File: src/rtl/vga_time_overlay.sv
// Overlays an HH:MM:SS seven-segment readout on the pic_RGB stream, with a 2-p_tick
// pipeline, frame-synchronous digit reload and frame-counted colon blinking.
module vga_time_overlay #(
    parameter int          X0           = 192,
    parameter int          Y0           = 208,
    parameter logic [7:0]  FG           = 8'hFF,
    parameter int          BLINK_FRAMES = 30
) (
    input  logic        clk,
    input  logic        reset,
    input  logic        p_tick,
    input  logic        video_on,
    input  logic        hsync_in,
    input  logic        vsync_in,
    input  logic [9:0]  pixel_x,
    input  logic [9:0]  pixel_y,
    input  logic [7:0]  pic_RGB,
    input  logic [23:0] time_bcd,
    input  logic        time_valid,
    output logic        hsync_out,
    output logic        vsync_out,
    output logic [7:0]  RGB_out,
    output logic        frame_tick
);

    localparam int BW = (BLINK_FRAMES > 1) ? $clog2(BLINK_FRAMES) : 1;

    // Segment boxes, index 0..6 = a,b,c,d,e,f,g (concatenations list g first).
    localparam logic [34:0] SEG_XL = {5'd4,  5'd4, 5'd4, 5'd4,  5'd22, 5'd22, 5'd4};
    localparam logic [34:0] SEG_XH = {5'd27, 5'd9, 5'd9, 5'd27, 5'd27, 5'd27, 5'd27};
    localparam logic [41:0] SEG_YL = {6'd29, 6'd4,  6'd29, 6'd54, 6'd29, 6'd4,  6'd4};
    localparam logic [41:0] SEG_YH = {6'd34, 6'd34, 6'd59, 6'd59, 6'd59, 6'd34, 6'd9};

    logic [23:0]   shadow_reg;
    logic [23:0]   display_reg;
    logic [BW-1:0] blink_cnt_reg;
    logic          colon_on_reg;

    logic          video_on1_reg;
    logic          hsync1_reg;
    logic          vsync1_reg;
    logic [7:0]    rgb1_reg;
    logic          in_win1_reg;
    logic [2:0]    cell1_reg;
    logic [4:0]    lx1_reg;
    logic [5:0]    ly1_reg;

    logic          boundary;
    logic          in_win_next;
    logic [7:0]    dx;
    logic [5:0]    dy;
    logic [3:0]    digit;
    logic          is_colon;
    logic [6:0]    seg_mask;
    logic [6:0]    seg_in;
    logic          colon_hit;
    logic          glyph_hit;
    logic [7:0]    rgb_next;

    assign boundary = p_tick && (pixel_x == 10'd0) && (pixel_y == 10'd480);

    // Only the low bits of the offsets are consumed; they equal the low bits of the
    // full 10-bit difference, and in_win gates any use so x<X0 cannot alias in.
    assign dx = pixel_x[7:0] - 8'(X0);
    assign dy = pixel_y[5:0] - 6'(Y0);
    assign in_win_next = (pixel_x >= 10'(X0)) && ({1'b0, pixel_x} < 11'(X0 + 256)) &&
                         (pixel_y >= 10'(Y0)) && ({1'b0, pixel_y} < 11'(Y0 + 64));

    always_ff @(posedge clk) begin
        if (reset) begin
            shadow_reg <= '0;
        end else if (time_valid) begin
            shadow_reg <= time_bcd;
        end
    end

    // Display reload and blink phase both advance on the frame boundary.
    always_ff @(posedge clk) begin
        if (reset) begin
            display_reg   <= '0;
            blink_cnt_reg <= '0;
            colon_on_reg  <= 1'b1;
            frame_tick    <= 1'b0;
        end else begin
            frame_tick <= boundary;
            if (boundary) begin
                display_reg <= shadow_reg;
                if (blink_cnt_reg == BW'(BLINK_FRAMES - 1)) begin
                    blink_cnt_reg <= '0;
                    colon_on_reg  <= ~colon_on_reg;
                end else begin
                    blink_cnt_reg <= blink_cnt_reg + BW'(1);
                end
            end
        end
    end

    always_ff @(posedge clk) begin
        if (reset) begin
            video_on1_reg <= 1'b0;
            hsync1_reg    <= 1'b0;
            vsync1_reg    <= 1'b0;
            rgb1_reg      <= '0;
            in_win1_reg   <= 1'b0;
            cell1_reg     <= '0;
            lx1_reg       <= '0;
            ly1_reg       <= '0;
        end else if (p_tick) begin
            video_on1_reg <= video_on;
            hsync1_reg    <= hsync_in;
            vsync1_reg    <= vsync_in;
            rgb1_reg      <= pic_RGB;
            in_win1_reg   <= in_win_next;
            cell1_reg     <= dx[7:5];
            lx1_reg       <= dx[4:0];
            ly1_reg       <= dy;
        end
    end

    always_comb begin
        digit    = 4'hF;
        is_colon = 1'b0;
        case (cell1_reg)
            3'd0:    digit = display_reg[23:20];
            3'd1:    digit = display_reg[19:16];
            3'd3:    digit = display_reg[15:12];
            3'd4:    digit = display_reg[11:8];
            3'd6:    digit = display_reg[7:4];
            3'd7:    digit = display_reg[3:0];
            default: is_colon = 1'b1;
        endcase
    end

    // Bit order {g,f,e,d,c,b,a}; non-BCD nibbles leave the cell blank.
    always_comb begin
        seg_mask = 7'b0000000;
        case (digit)
            4'd0: seg_mask = 7'b0111111;
            4'd1: seg_mask = 7'b0000110;
            4'd2: seg_mask = 7'b1011011;
            4'd3: seg_mask = 7'b1001111;
            4'd4: seg_mask = 7'b1100110;
            4'd5: seg_mask = 7'b1101101;
            4'd6: seg_mask = 7'b1111101;
            4'd7: seg_mask = 7'b0000111;
            4'd8: seg_mask = 7'b1111111;
            4'd9: seg_mask = 7'b1101111;
            default: seg_mask = 7'b0000000;
        endcase
    end

    genvar gi;
    generate
        for (gi = 0; gi < 7; gi++) begin : g_seg
            assign seg_in[gi] = (lx1_reg >= SEG_XL[gi*5 +: 5]) && (lx1_reg <= SEG_XH[gi*5 +: 5]) &&
                                (ly1_reg >= SEG_YL[gi*6 +: 6]) && (ly1_reg <= SEG_YH[gi*6 +: 6]);
        end
    endgenerate

    assign colon_hit = colon_on_reg && (lx1_reg >= 5'd13) && (lx1_reg <= 5'd18) &&
                       (((ly1_reg >= 6'd18) && (ly1_reg <= 6'd23)) ||
                        ((ly1_reg >= 6'd40) && (ly1_reg <= 6'd45)));
    assign glyph_hit = is_colon ? colon_hit : |(seg_mask & seg_in);

    always_comb begin
        rgb_next = rgb1_reg;
        if (!video_on1_reg) begin
            rgb_next = 8'h00;
        end else if (in_win1_reg && glyph_hit) begin
            rgb_next = FG;
        end
    end

    always_ff @(posedge clk) begin
        if (reset) begin
            hsync_out <= 1'b0;
            vsync_out <= 1'b0;
            RGB_out   <= '0;
        end else if (p_tick) begin
            hsync_out <= hsync1_reg;
            vsync_out <= vsync1_reg;
            RGB_out   <= rgb_next;
        end
    end

endmodule
File: config.mk
export PLATFORM = sky130hd
export DESIGN_NAME = vga_time_overlay
export DESIGN_NICKNAME = d
export VERILOG_FILES = /design/src/rtl/vga_time_overlay.sv
export SDC_FILE = /design/constraint.sdc
export NUM_CORES = 1
export LEC_CHECK = 0
export BUFFER_PORTS_ARGS = -buffer_cell sky130_fd_sc_hd__buf_2
export CAP_MARGIN = 20
export CORE_ASPECT_RATIO = 1.5
export CORE_UTILIZATION = 40
export CTS_CLUSTER_DIAMETER = 200
export DETAILED_ROUTE_END_ITERATION = 12
export PLACE_DENSITY = 0.65
export SYNTH_ARGS = -nofsm -noshare
export SYNTH_HDL_FRONTEND = slang
export SYNTH_SLANG_ARGS = --single-unit
File: constraint.sdc
create_clock -name clk -period 8.5 [get_ports clk]
set_input_delay 1.7 -clock clk [delete_from_list [all_inputs] [get_ports clk]]
set_output_delay 1.7 -clock clk [all_outputs]
set_load 0.02 [all_outputs]
# Word-level counts from Yosys, hierarchy flattened
# Memory sizes are Yosys's and may differ from the RTL's.
# Index checks and enable logic that the tools add are counted.
# word_totals
register_bits,91
mem_bits_ro,112
in_bits,59
out_inout_bits,11
word_cells,88
memories,1
# memory_table
memory,depth,word_bits,rd,rd_clocked_by_memory_dff,write_ports,line,text
(no name shown),16,7,1,0,0,137,case (digit)
# op_classes
n_addsub,3
magnitude_cmp,20
eq_ne,7
mux,5
bitwise_logic,2
reduce_logical,34
# op_table
operator,count
logical AND 1 bit,28
case mux 4 bit (6 select lines),1
greater-or-equal comparator 10 x 8 -> 1 bit (second input constant),2
< comparator 10 x 9 -> 1 bit (second input constant),2
<= comparator 6 bit (second input constant),3
2-to-1 mux 8 bit,2
greater-or-equal comparator 6 x 5 -> 1 bit (second input constant),2
greater-or-equal comparator 6 bit (second input constant),2
== test 10 x 9 -> 1 bit (second input constant),1
<= comparator 5 bit (second input constant),2
zero test 10 bit,1
== test 3 bit (second input constant),3
subtractor 8 bit (second input constant),1
bitwise AND 7 bit,1
OR reduction 7 bit,1
greater-or-equal comparator 6 x 3 -> 1 bit (second input constant),1
<= comparator 6 x 4 -> 1 bit (second input constant),1
<= comparator 6 x 5 -> 1 bit (second input constant),1
OR reduction 6 bit,1
subtractor 6 x 5 -> 6 bit (second input constant),1
adder 5 x 1 -> 5 bit (second input constant),1
== test 5 bit (second input constant),1
greater-or-equal comparator 5 x 3 -> 1 bit (second input constant),1
greater-or-equal comparator 5 x 4 -> 1 bit (second input constant),1
other kinds (10),10

# Longest topological paths before layout
# Gate-level depths: netlist of the first run.
# depth
word_depth,10
depth_mapped,12
ltp_nobuf,10

# Worst setup path after synthesis of the first run
# Ideal clock, no wire load.
# synth_timing
path_type,input to register
start,input port pixel_x[6]
end,register display_reg[14]
setup_time_ns,0.070
t_arrival_ns,3.285
t_required_ns,8.430
setup_slack_ns,5.144
stages,9
path_buffers,2
cell_sequence,inv_1 ha_1 nand4bb_1 nor4_1 and4_1 clkbuf_1 clkbuf_1 nand2_1 a21oi_1
# synth_via
elab_chain_cells,3
# synth_lines
item,line,text
"start, declared",15,"input logic [9:0] pixel_x,"
zero test 10 bit,60,assign boundary = p_tick && (pixel_x == 10'd0) && (pixel_y == 10'd480);
logical AND 1 bit (2 in a row),60,
"end signal, assigned",87,display_reg <= shadow_reg;
"end, declared",35,logic [23:0] display_reg;
# No other way between the ends.
# A chain may end at the register's enable or synchronous reset.

# Final worst setup path of the first run
# layout_timing
start,input port p_tick
end,register blink_cnt_reg[3]
# layout_via
elab_chain_cells,2
# layout_lines
item,line,text
"start, declared",11,"input logic p_tick,"
logical AND 1 bit (2 in a row),60,
"end signal, assigned",92,blink_cnt_reg <= blink_cnt_reg + BW'(1);
"end, declared",36,logic [BW-1:0] blink_cnt_reg;
# No other way between the ends.

==> results of run 1 <==
==> critical path: stages <==
cell and delay [ps]:
buf_2 700, nor3b_1 460, and4_1 950, a41oi_1 210, a311oi_1 260
==> worst paths after layout <==
check	slack (ps)	end	from	depth (start not counted)
worst max register to register	5110	RGB_out[7]	cell1_reg[1]	9
worst max-delay path	4420	blink_cnt_reg[3]	p_tick	5
worst min-delay path	450	display_reg[18]	display_reg[18]	2
worst min register to register	450	display_reg[18]	display_reg[18]	2
==> cell families after synthesis <==
| family | count (synthesis) |
|---|---|
| AND/OR/NAND/NOR | 177 |
| XOR/XNOR | 2 |
| AO/OA/AOI/OAI | 87 |
| adder cells (fa/ha/maj) | 12 |
| flip-flops | 91 |
| multiplexers | 61 |
| buffers and inverters | 41 |
==> through the flow <==
step | power (mW) | worst slack, ps
after floorplan | 0.530 | 5140
after global placement | 0.550 | 4140
after detailed placement | 0.552 | 4010
after CTS | 0.913 | 4370
after global routing | 0.943 | 4090
final | 0.902 | 4420
==> synthesized netlist by cell type (all sizes together) (2+ instances only) <==
library cell	n	area share, %
o221ai	2	0.41
a311oi	2	0.41
and2b	10	2.0
nand2b	2	0.29
inv	10	0.88
a211oi	5	0.88
nand4	2	0.29
a2111oi	2	0.56
bufbuf	2	1.5
a41oi	2	0.41
mux2	2	0.53
or2b	2	0.41
and4	3	0.62
buf	7	1.3
clkbuf	22	2.4
nor3b	2	0.35
o2111ai	2	0.41
a21oi	42	4.9
mux2i	58	14
nand2	62	5.4
nor2b	2	0.29
dfxtp	91	43
nand3	4	0.47
nor3	5	0.59
o22ai	6	1.2
o211ai	3	0.53
nor4	3	0.44
or3	2	0.32
nor4b	2	0.41
xor2	2	0.41
o21ai	14	1.6
ha	12	3.5
nor2	68	6.0
==> metal layers <==
metal  vias up  share of wire [%]  global-route usage, %  wire length (µm)
met5         -                  0                      0                 0
met4         0                2.2                   8.24               192
met3        14                3.1                   3.78               268
met2        49                 50                   28.9              4300
met1      1573                 45                   18.9              3850
li1       1741                  -                      -                 -
==> cell type report <==
type	instances	area [µm²]	share of cell area, %
clock buffer	9	225	4.64
clock inverter	7	43.8	0.902
inverter	10	37.5	0.773
multi-input combinational	339	2190	45.1
sequential	91	1820	37.5
tap	141	176	3.63
timing repair buffer	71	360	7.42
==> power by group <==
part | internal, mW | switching (mW)
Clock | 0.197 | 0.163
Sequential | 0.441 | 0.0144
Combinational | 0.0412 | 0.0458
==> metrics.cfg, run 1 <==
[clock_network]
cts_tree=built
ctsHtreeMaxLevel=3
worst_setup_hold_path_clk_slew_ps=60
hold_buffers=0
clk_latency_ps=340
numCtsBuffers=9
cts_sinks=91
root_buffer=clkbuf_16
clock_path_buffers=2
post_cts_resize_count=0
cts_setup_buffers=0

[finish]
instances_no_fill=668
final_common_cell=dfxtp_1
drive_above_1_share_pct=20.9
fillCellCount=1056
diodes=0
area_growth_pct=13.7
fin_nets=593
fin_util_pct=47.4
final_cell_mix=dfxtp_1, buf_2, nor2_1, nand2_1, mux2i_1
final_cell_area_um2=4860

[floorplan]
io-pin-count=70
dieHeight_um=129
start_util_pct=41.7
die_x_um=86.4
floorplan.die_area_um2=11100
core_area_um2=10200
fp-row-count=45

[timing]
final.setup_skew_ps=5.64
hold_slack_ps=449
post-route-period-util_pct=48.1
rsz0062_at_grt=false
clock.fmax_ghz=0.245
tightest_slew_ps=1030
setup_violations=0
min_period_ps=4080
slew_headroom_pct=31.5
maxSlewViolCount=0
setup-tns-final_ps=0
finalHoldViolCount=0

[pwr]
power.density_nw_per_um2=186
power.leakage_nw=2.05
ir_drop_mv=0.105

[job]
cap_viol_max_count=0

[setup_path]
endpoint_kind=flip-flop
critPathKind=in -> reg
path_max_fanout=43
cp.arrival_ps=4340
start_kind=input pin
cp.required_ps=8750

[synthesis]
avgSynthCellArea_um2=9.07
synthMuxAreaShare_pct=14.6
netlist_area_um2=4270
synth_fa_ha_area_share_pct=3.51
synth-xor-area-share_pct=0.410
synth-simple-area-share_pct=19.6
yosysWarnings=0
yosysUniqueCellTypes=57
synth-seq-cells=91
synthCells=471
synth_compound_area_share_pct=13.1
synth_nets=542
ys_seq_area_share_pct=42.6
async_flop_share_pct=0
synth_top_family_by_area=simple AND/OR/NAND/NOR gates
synth_ff_type=dfxtp_1
synth_edf_count=0

[routing]
vias=3377
wire_per_inst_um=12.9
drc=0
drt-initial-drc-count=173
drt_wl_total_mm=8.61
drtAntennaViolNets=0
dr.pass1.iters=4
via_per_inst=5.06

[global_route]
grt_max_degree=93
antenna_found_initial=0
track_usage_pct=16.6
grt_pass1_wl_mm=14.5
grt_pass1_vias=3212
grt.overflow.total=0

[placed_design]
placed_area_um2=4590
io_buffers=69
dp_cells=652
place_hpwl_mm=6.10
routabilityCongestion=0.831

[min_path]
hp-class=reg -> reg

[status]
run_status=completed

(Power assumes the default switching activity.)
==> run 2, diff against run 1 <==
--- a/config.mk
+++ b/config.mk
@@ -11,7 +11,7 @@
 export CORE_UTILIZATION = 40
 export CTS_CLUSTER_DIAMETER = 200
 export DETAILED_ROUTE_END_ITERATION = 12
-export PLACE_DENSITY = 0.65
+export PLACE_DENSITY = 0.67
 export SYNTH_ARGS = -nofsm -noshare
 export SYNTH_HDL_FRONTEND = slang
 export SYNTH_SLANG_ARGS = --single-unit
==> constraint.sdc (replaced) <==
create_clock -name clk -period 3.3 [get_ports clk]
set_input_delay 0.66 -clock clk [delete_from_list [all_inputs] [get_ports clk]]
set_output_delay 0.66 -clock clk [all_outputs]
set_load 0.02 [all_outputs]
==> metrics.cfg, run 2 (synthesized netlist as in run 1, its figures left out) <==
[setup_path]
crit_start=cell1_reg[2]
path_max_fanout=8
r2r_cells=9
cp.arrival_ps=3160
r2r_end=RGB_out[3]
reg2reg_slack_ps=330
r2r_start=cell1_reg[2]
cp.required_ps=3490
critPathKind=reg -> reg
endpoint_kind=flip-flop
crit_end=RGB_out[3]
start_kind=flip-flop

[clock_network]
cts_sinks=91
clock_path_buffers=2
clk_latency_ps=340
numCtsBuffers=9
root_buffer=clkbuf_16
cts_setup_buffers=0
worst_setup_hold_path_clk_slew_ps=60
cts_tree=built
ctsHtreeMaxLevel=3

[placed_design]
dp_cells=656
routabilityCongestion=0.833
place_hpwl_mm=6.41
io_buffers=69

[floorplan]
io-pin-count=70
floorplan.die_area_um2=11100
die_x_um=86.4
fp-row-count=45
core_area_um2=10200
dieHeight_um=129
start_util_pct=41.7

[routing]
drt_wl_total_mm=8.93
dr_wl_met2_mm=4.42
via_per_inst=5.03
drtAntennaViolNets=0
drc=0
met1Wirelength_mm=4.00
wl_met3_um=301
dr.pass1.iters=4
drt-initial-drc-count=128
routed.top_layer=met4
vias=3380
wire_per_inst_um=13.3

[global_route]
grt.overflow.total=0
track_usage_pct=17.2
grt_pass1_vias=3289
antenna_found_initial=0
grt_max_degree=56
grt_pass1_wl_mm=15.1

[pwr]
power.density_nw_per_um2=480
ir_drop_mv=0.303
power.leakage_nw=2.07

[timing]
rsz0062_at_grt=false
slew_headroom_pct=52.9
setup_violations=0
post-route-period-util_pct=90.0
final.setup_skew_ps=5.01
tightest_slew_ps=700
maxSlewViolCount=0
finalHoldViolCount=0
min_period_ps=2970
setup-tns-final_ps=0
clock.fmax_ghz=0.337

[finish]
final_common_cell=dfxtp_1
drive_above_1_share_pct=21.5
area_growth_pct=14.6
diodes=0
fin_nets=597
instances_no_fill=672
final_cell_mix=dfxtp_1, buf_2, nor2_1, nand2_1, mux2i_1

[min_path]
hp-class=reg -> reg

[status]
run_status=completed

[job]
cap_viol_max_count=0

[run 2: critical path: stages, from the launching register on]
cell	delay (ps)
dfxtp_1	450
mux2_2	380
a311oi_2	460
inv_1	90
ha_1	340
nand3_1	80
o2111ai_1	170
o22ai_1	130
o41ai_4	540
o21ai_0	180
[run 2: power by group]
group	switching [mW]	internal [mW]	total (mW)
Clock	0.431	0.515	0.946
Sequential	0.0348	1.14	1.17
Combinational	0.123	0.108	0.231
Total	0.589	1.76	2.35
[run 2: worst min-delay path by stage]
stage / start / to / depth (start not counted)
3_3_place_gp: display_reg[2] / display_reg[2] / 2
6_report: display_reg[2] / display_reg[2] / 2
2_1_floorplan: display_reg[1] / display_reg[1] / 2
5_1_grt: shadow_reg[11] / display_reg[11] / 2
4_1_cts: display_reg[1] / display_reg[1] / 2
3_5_place_dp: display_reg[1] / display_reg[1] / 2
[run 2: layout make-up]
class / instances / area (µm²)
multi-input cells: 339 / 2200
well taps: 141 / 176
repair buffers: 75 / 390
clock buffers: 11 / 233
clock inverters: 5 / 37.5
fillers: 1040 / 5350
flip-flops and latches: 91 / 1820
inverters: 10 / 37.5
[run 2: what timing repair did]
action                                  4_1_cts  5_1_grt
hold buffers                                  0        0
endpoints found under the setup margin        0        8
gates resized for setup                       0        2
[run 2: stage by stage]
stage	worst slack [ps]	hold WS, ps	cell area [µm²]	power [mW]	utilization, %
6_report	329	448	4900	2.35	47.8
5_1_grt	69.4	478	4900	2.44	47.8
4_1_cts	100	453	4890	2.37	47.7
3_5_place_dp	146	442	4620	1.43	45.1
3_3_place_gp	319	442	4620	1.42	45.1
2_1_floorplan	433	428	4270	1.37	-
[run 2: per-layer routing]
| layer | track usage, % | vias to the layer above |
|---|---|---|
| met3 | 3.08 | 19 |
| li1 | - | 1742 |
| met1 | 20.8 | 1555 |
| met2 | 29.1 | 64 |
| met4 | 8.82 | 0 |
| met5 | 0 | - |
